[src/rtl/sram_handshake_bridge.sv]
// Purpose  : bridges an SRAM-style CPU data port onto an addr_ok/data_ok split-handshake memory bus.
// Latency  : request issued the cycle after cpu_en; cpu_rdata valid the cycle after data_ok (min 2 cycles).
// Backpress: cpu_stall freezes the CPU while a request is pending; mem_req holds until addr_ok.
//
// Ports:
//   clk, resetn                      clock and async active-low reset
//   cpu_en/we/addr/wdata -> rdata    SRAM-style CPU side; cpu_stall holds the requesting stage
//   mem_req/wr/wstrb/size/addr/wdata request channel, accepted by mem_addr_ok
//   mem_data_ok/mem_rdata            completion channel
module sram_handshake_bridge (
  input  logic        clk,
  input  logic        resetn,
  input  logic        cpu_en,
  input  logic [3:0]  cpu_we,
  input  logic [31:0] cpu_addr,
  input  logic [31:0] cpu_wdata,
  output logic [31:0] cpu_rdata,
  output logic        cpu_stall,
  output logic        mem_req,
  output logic        mem_wr,
  output logic [3:0]  mem_wstrb,
  output logic [1:0]  mem_size,
  output logic [31:0] mem_addr,
  output logic [31:0] mem_wdata,
  input  logic        mem_addr_ok,
  input  logic        mem_data_ok,
  input  logic [31:0] mem_rdata
);

  typedef enum logic [1:0] {
    IDLE = 2'd0,
    REQ  = 2'd1,
    WAIT = 2'd2,
    DONE = 2'd3
  } state_e;

  state_e      state_q, state_d;
  logic [31:0] addr_q,  addr_d;
  logic [31:0] wdata_q, wdata_d;
  logic [31:0] rdata_q, rdata_d;
  logic [3:0]  wstrb_q, wstrb_d;
  logic        wr_q,    wr_d;
  logic        stall_c;
  logic        req_c;

  always_comb begin
    state_d = state_q;
    addr_d  = addr_q;
    wdata_d = wdata_q;
    rdata_d = rdata_q;
    wstrb_d = wstrb_q;
    wr_d    = wr_q;
    stall_c = 1'b0;
    req_c   = 1'b0;

    case (state_q)
      IDLE: begin
        stall_c = cpu_en;
        if (cpu_en) begin
          addr_d  = cpu_addr;
          wdata_d = cpu_wdata;
          wstrb_d = cpu_we;
          wr_d    = |cpu_we;
          state_d = REQ;
        end
      end
      REQ: begin
        stall_c = 1'b1;
        req_c   = 1'b1;
        // data_ok only counts once the address phase has been accepted
        if (mem_addr_ok) begin
          if (mem_data_ok) begin
            state_d = DONE;
            if (!wr_q) rdata_d = mem_rdata;
          end else begin
            state_d = WAIT;
          end
        end
      end
      WAIT: begin
        stall_c = 1'b1;
        if (mem_data_ok) begin
          state_d = DONE;
          if (!wr_q) rdata_d = mem_rdata;
        end
      end
      DONE: begin
        // cpu_en here is still the request just served, so it is not restarted
        state_d = IDLE;
      end
      default: begin
        state_d = IDLE;
      end
    endcase
  end

  always_ff @(posedge clk or negedge resetn) begin
    if (!resetn) begin
      state_q <= IDLE;
      addr_q  <= '0;
      wdata_q <= '0;
      rdata_q <= '0;
      wstrb_q <= '0;
      wr_q    <= 1'b0;
    end else begin
      state_q <= state_d;
      addr_q  <= addr_d;
      wdata_q <= wdata_d;
      rdata_q <= rdata_d;
      wstrb_q <= wstrb_d;
      wr_q    <= wr_d;
    end
  end

  assign cpu_stall = stall_c;
  assign cpu_rdata = rdata_q;
  assign mem_req   = req_c;
  assign mem_wr    = wr_q;
  assign mem_wstrb = wstrb_q;
  assign mem_size  = 2'd2;
  assign mem_addr  = addr_q;
  assign mem_wdata = wdata_q;

endmodule

[config.mk]
export PLATFORM = sky130hd
export DESIGN_NAME = sram_handshake_bridge
export DESIGN_NICKNAME = d
export VERILOG_FILES = /design/src/rtl/sram_handshake_bridge.sv
export SDC_FILE = /design/constraint.sdc
export NUM_CORES = 1
export LEC_CHECK = 0
export CELL_PAD_IN_SITES_DETAIL_PLACEMENT = 0
export CELL_PAD_IN_SITES_GLOBAL_PLACEMENT = 2
export CORE_ASPECT_RATIO = 1.5
export CORE_MARGIN = 4
export CORE_UTILIZATION = 25
export DETAILED_ROUTE_END_ITERATION = 8
export PLACE_DENSITY_LB_ADDON = 0.15
export SLEW_MARGIN = 20
export SYNTH_ARGS = -nofsm -noshare
export SYNTH_HDL_FRONTEND = slang
export SYNTH_SLANG_ARGS = --single-unit
[constraint.sdc]
create_clock -name clk -period 1.95 [get_ports clk]
set_input_delay 0.39 -clock clk [delete_from_list [all_inputs] [get_ports clk]]
set_output_delay 0.39 -clock clk [all_outputs]
set_load 0.03 [all_outputs]
==> impl_metrics.yaml <==
timing:
  slew_violations: 0
  fin_ws_ns: 0.0882
  final.period_utilization: 0.955
  unrepaired_setup_endpoints_after_global_routing: "false"
  final.min_clock_period_ns: 1.86
  timing.hold.ws_ns: 0.435
  timing.final.hold_violations: 0
  clock_skew_ns: 0.00851
  setup_total_neg_slack_ns: 0
  finalSetupViolCount: 0
  max_clock_freq_mhz: 537
clocking:
  buffer_cell_driving_the_clock_tree_root: "sky130_fd_sc_hd__clkbuf_16"
  tritoncts: "done"
  tritoncts_num_sinks: 103
  htreeDepth: 3
  cts.path.max_buffers: 2
  clk_pin_slew_worst_paths_ns: 0.07
  cts_inserted_buffers: 9
  clock_insertion_delay_worst_skew_ns: 0.34
worst_setup_path:
  timing.setup.critical_path_class: "flip-flop to output pin"
  crit_path_max_fanout: 3
  cp_arrival_ns: 1.47
  critical_path_data_required_time_ns: 1.56
  crit_path_start_kind: "flip-flop"
  cp-end-kind: "output pin"
routing:
  drc_errors: 0
  dr.pass1.iters: 2
  post_drt_via_cell_ratio: 4.13
  totalWireLength_mm: 10.9
  dr.first_iter.drc_count: 31
  detail-route-antenna-nets: 0
  route.detailed.wl_per_inst_um: 16.3
  vias: 2754
layout:
  antenna-diode-count: 0
  register_area_mm2: 0.00258
  post-route-util: 0.431
  fillers: 1450
  final_layout_size_suffix_gt1_frac: 0.289
  layout.nets: 569
  area_taken_by_multi_input_logic_gates_mm2: 0.00133
  area_delta_synth_final_pct: 69.3
grt:
  total_gr_overflow: 0
  grt_antenna_before_repair: 1
  grt_pass1_vias: 2967
  pin_count_of_the_biggest_net_entering_global_routing: 38
  grt_first_pass_wirelength_mm: 16.6
  gr-usage-all-layers: 0.119
floorplan:
  core_area_mm2: 0.0156
  die_x_um: 111
  ios: 210
  floorplan.die.height_um: 163
  floorplan.die_area_mm2: 0.0181
  initial_utilization: 0.255
  rows: 56
synth:
  synth_sequential_area_ratio: 0.647
  yosys.cell_count.top_type: "sky130_fd_sc_hd__dfrtp_1"
  yosysWarningCount: 0
  synth-edff-count: 0
  ranking_of_synthesized_cells_by_area: "sky130_fd_sc_hd__dfrtp_1, sky130_fd_sc_hd__mux2_2, sky130_fd_sc_hd__ha_1"
  synth_area_per_cell_um2: 16.5
  ys_ff_latch: 103
  yosysTopAreaCellShare: 0.647
  post_synth_instance_area_mm2: 0.00398
  syn-num-nets: 351
  number_of_instances_in_the_synthesized_netlist: 241
  synth.top_cells.by_count: "sky130_fd_sc_hd__dfrtp_1, sky130_fd_sc_hd__mux2_2, sky130_fd_sc_hd__buf_2, sky130_fd_sc_hd__ha_1"
  synth_cell_types: 20
  synth_top_area_cell: "sky130_fd_sc_hd__dfrtp_1"
  synth-async-reset-ratio: 1.00
  dominantRegCellSynth: "sky130_fd_sc_hd__dfrtp_1"
placed_design:
  hpwlAfterDp_mm: 8.47
  pre_cts_ws_ns: 0.0429
  gp_routability_congestion: 0.731
  portBuffers: 207
power_and_ir_drop:
  power.static_leakage_uw: 0.00280
  power_density_mw_per_mm2: 1870
  vdd_drop_max_v: 0.000751
flow_run:
  max_cap_viol_count: 0
worst_hold_path:
  hp-class: "input port to async pin"
outcome:
  status: "finished clean"
[critical path, cell delays in order (launching register included)]
cell	delay, ns
sky130_fd_sc_hd__dfrtp_1	0.39
sky130_fd_sc_hd__inv_1	0.10
sky130_fd_sc_hd__ha_2	0.29
sky130_fd_sc_hd__a21oi_1	0.15
sky130_fd_sc_hd__nor2_2	0.07
sky130_fd_sc_hd__buf_12	0.13
[per-layer routing]
metal,routed length [um],global-route usage,vias to the layer above
li1,-,-,1272
met4,268,0.0531,2
met3,687,0.0357,16
met1,3960,0.122,1349
met5,13,0,-
met2,5920,0.221,115
[layout by cell type, fill, tap and decap left out, types with 4 or more instances in the layout]
cell and count:
sky130_fd_sc_hd__buf_4 5, sky130_fd_sc_hd__buf_12 8, sky130_fd_sc_hd__ha_1 4, sky130_fd_sc_hd__clkdlybuf4s50_1 203, sky130_fd_sc_hd__dfrtp_1 103, sky130_fd_sc_hd__mux2_2 99, sky130_fd_sc_hd__clkbuf_16 9
[what timing repair did]
| action | in CTS | in global routing |
|---|---|---|
| resized for setup | 2 | 3 |
| buffers inserted | 2 | 0 |
| hold buffers | 1 | 0 |
| endpoints found under the hold margin | 9 | 0 |
| pin swaps | 1 | 0 |
| setup endpoints to repair | 2 | 2 |
[where the power goes]
part | leakage (uW) | switching (uW) | internal (uW)
Clock | 0.000153 | 806 | 1080
Combinational | 0.00143 | 3620 | 3370
Sequential | 0.00122 | 514 | 3240
Total | 0.00280 | 4940 | 7690
[path summary, 6_finish.rpt]
| path | from | end | slack, ns | depth (start not counted) |
|---|---|---|---|---|
| worst max-delay path | state_q[1]$_DFFE_PN0P_ | cpu_stall | 0.09 | 5 |
| worst min register to register | cpu_rdata[5]$_DFFE_PN0P_ | cpu_rdata[5]$_DFFE_PN0P_ | 0.50 | 1 |
| max in group asynchronous | resetn | cpu_rdata[16]$_DFFE_PN0P_ | 0.96 | 3 |
| min in group clk | cpu_rdata[5]$_DFFE_PN0P_ | cpu_rdata[5]$_DFFE_PN0P_ | 0.50 | 1 |
| worst max register to register | state_q[0]$_DFFE_PN0P_ | cpu_rdata[19]$_DFFE_PN0P_ | 0.14 | 6 |
| worst min-delay path | resetn | cpu_rdata[28]$_DFFE_PN0P_ | 0.44 | 2 |
[flip-flops by register name, indices dropped and copies added (netlist names)]
register / flops
cpu_rdata: 32
mem_addr: 32
mem_wdata: 32
mem_wr: 1
mem_wstrb: 4
state_q: 2
[through the flow]
step | std cells | instance area (um^2) | power (uW)
2_1_floorplan | 241 | 3980 | 7740
3_3_place_gp | 648 | 6390 | 10800
3_5_place_dp | 648 | 6390 | 10900
4_1_cts | 667 | 6740 | 12900
5_1_grt | 667 | 6740 | 13300
6_report | 667 | 6740 | 12600
[cells by family (layout without fill, tap and decap cells)]
kind of cell	Yosys count	after routing	synth area share
AND/OR/NAND/NOR	12	12	0.0198
multiplexers	101	101	0.286
other	2	2	0.00189
flip-flops	103	103	0.647
adder cells (fa/ha/maj)	5	5	0.0157
buffers and inverters	14	237	0.0229
AO/OA/AOI/OAI	4	4	0.00660
[area by class of cell]
class,instances,area share
Sequential cell,103,0.382
Timing Repair Buffer,219,0.335
Multi-Input combinational cell,124,0.197
Tap cell,203,0.0377
Clock buffer,11,0.0375
Clock inverter,5,0.00947
Inverter,2,0.00111
Note: power is estimated with default switching activity, not from simulation.
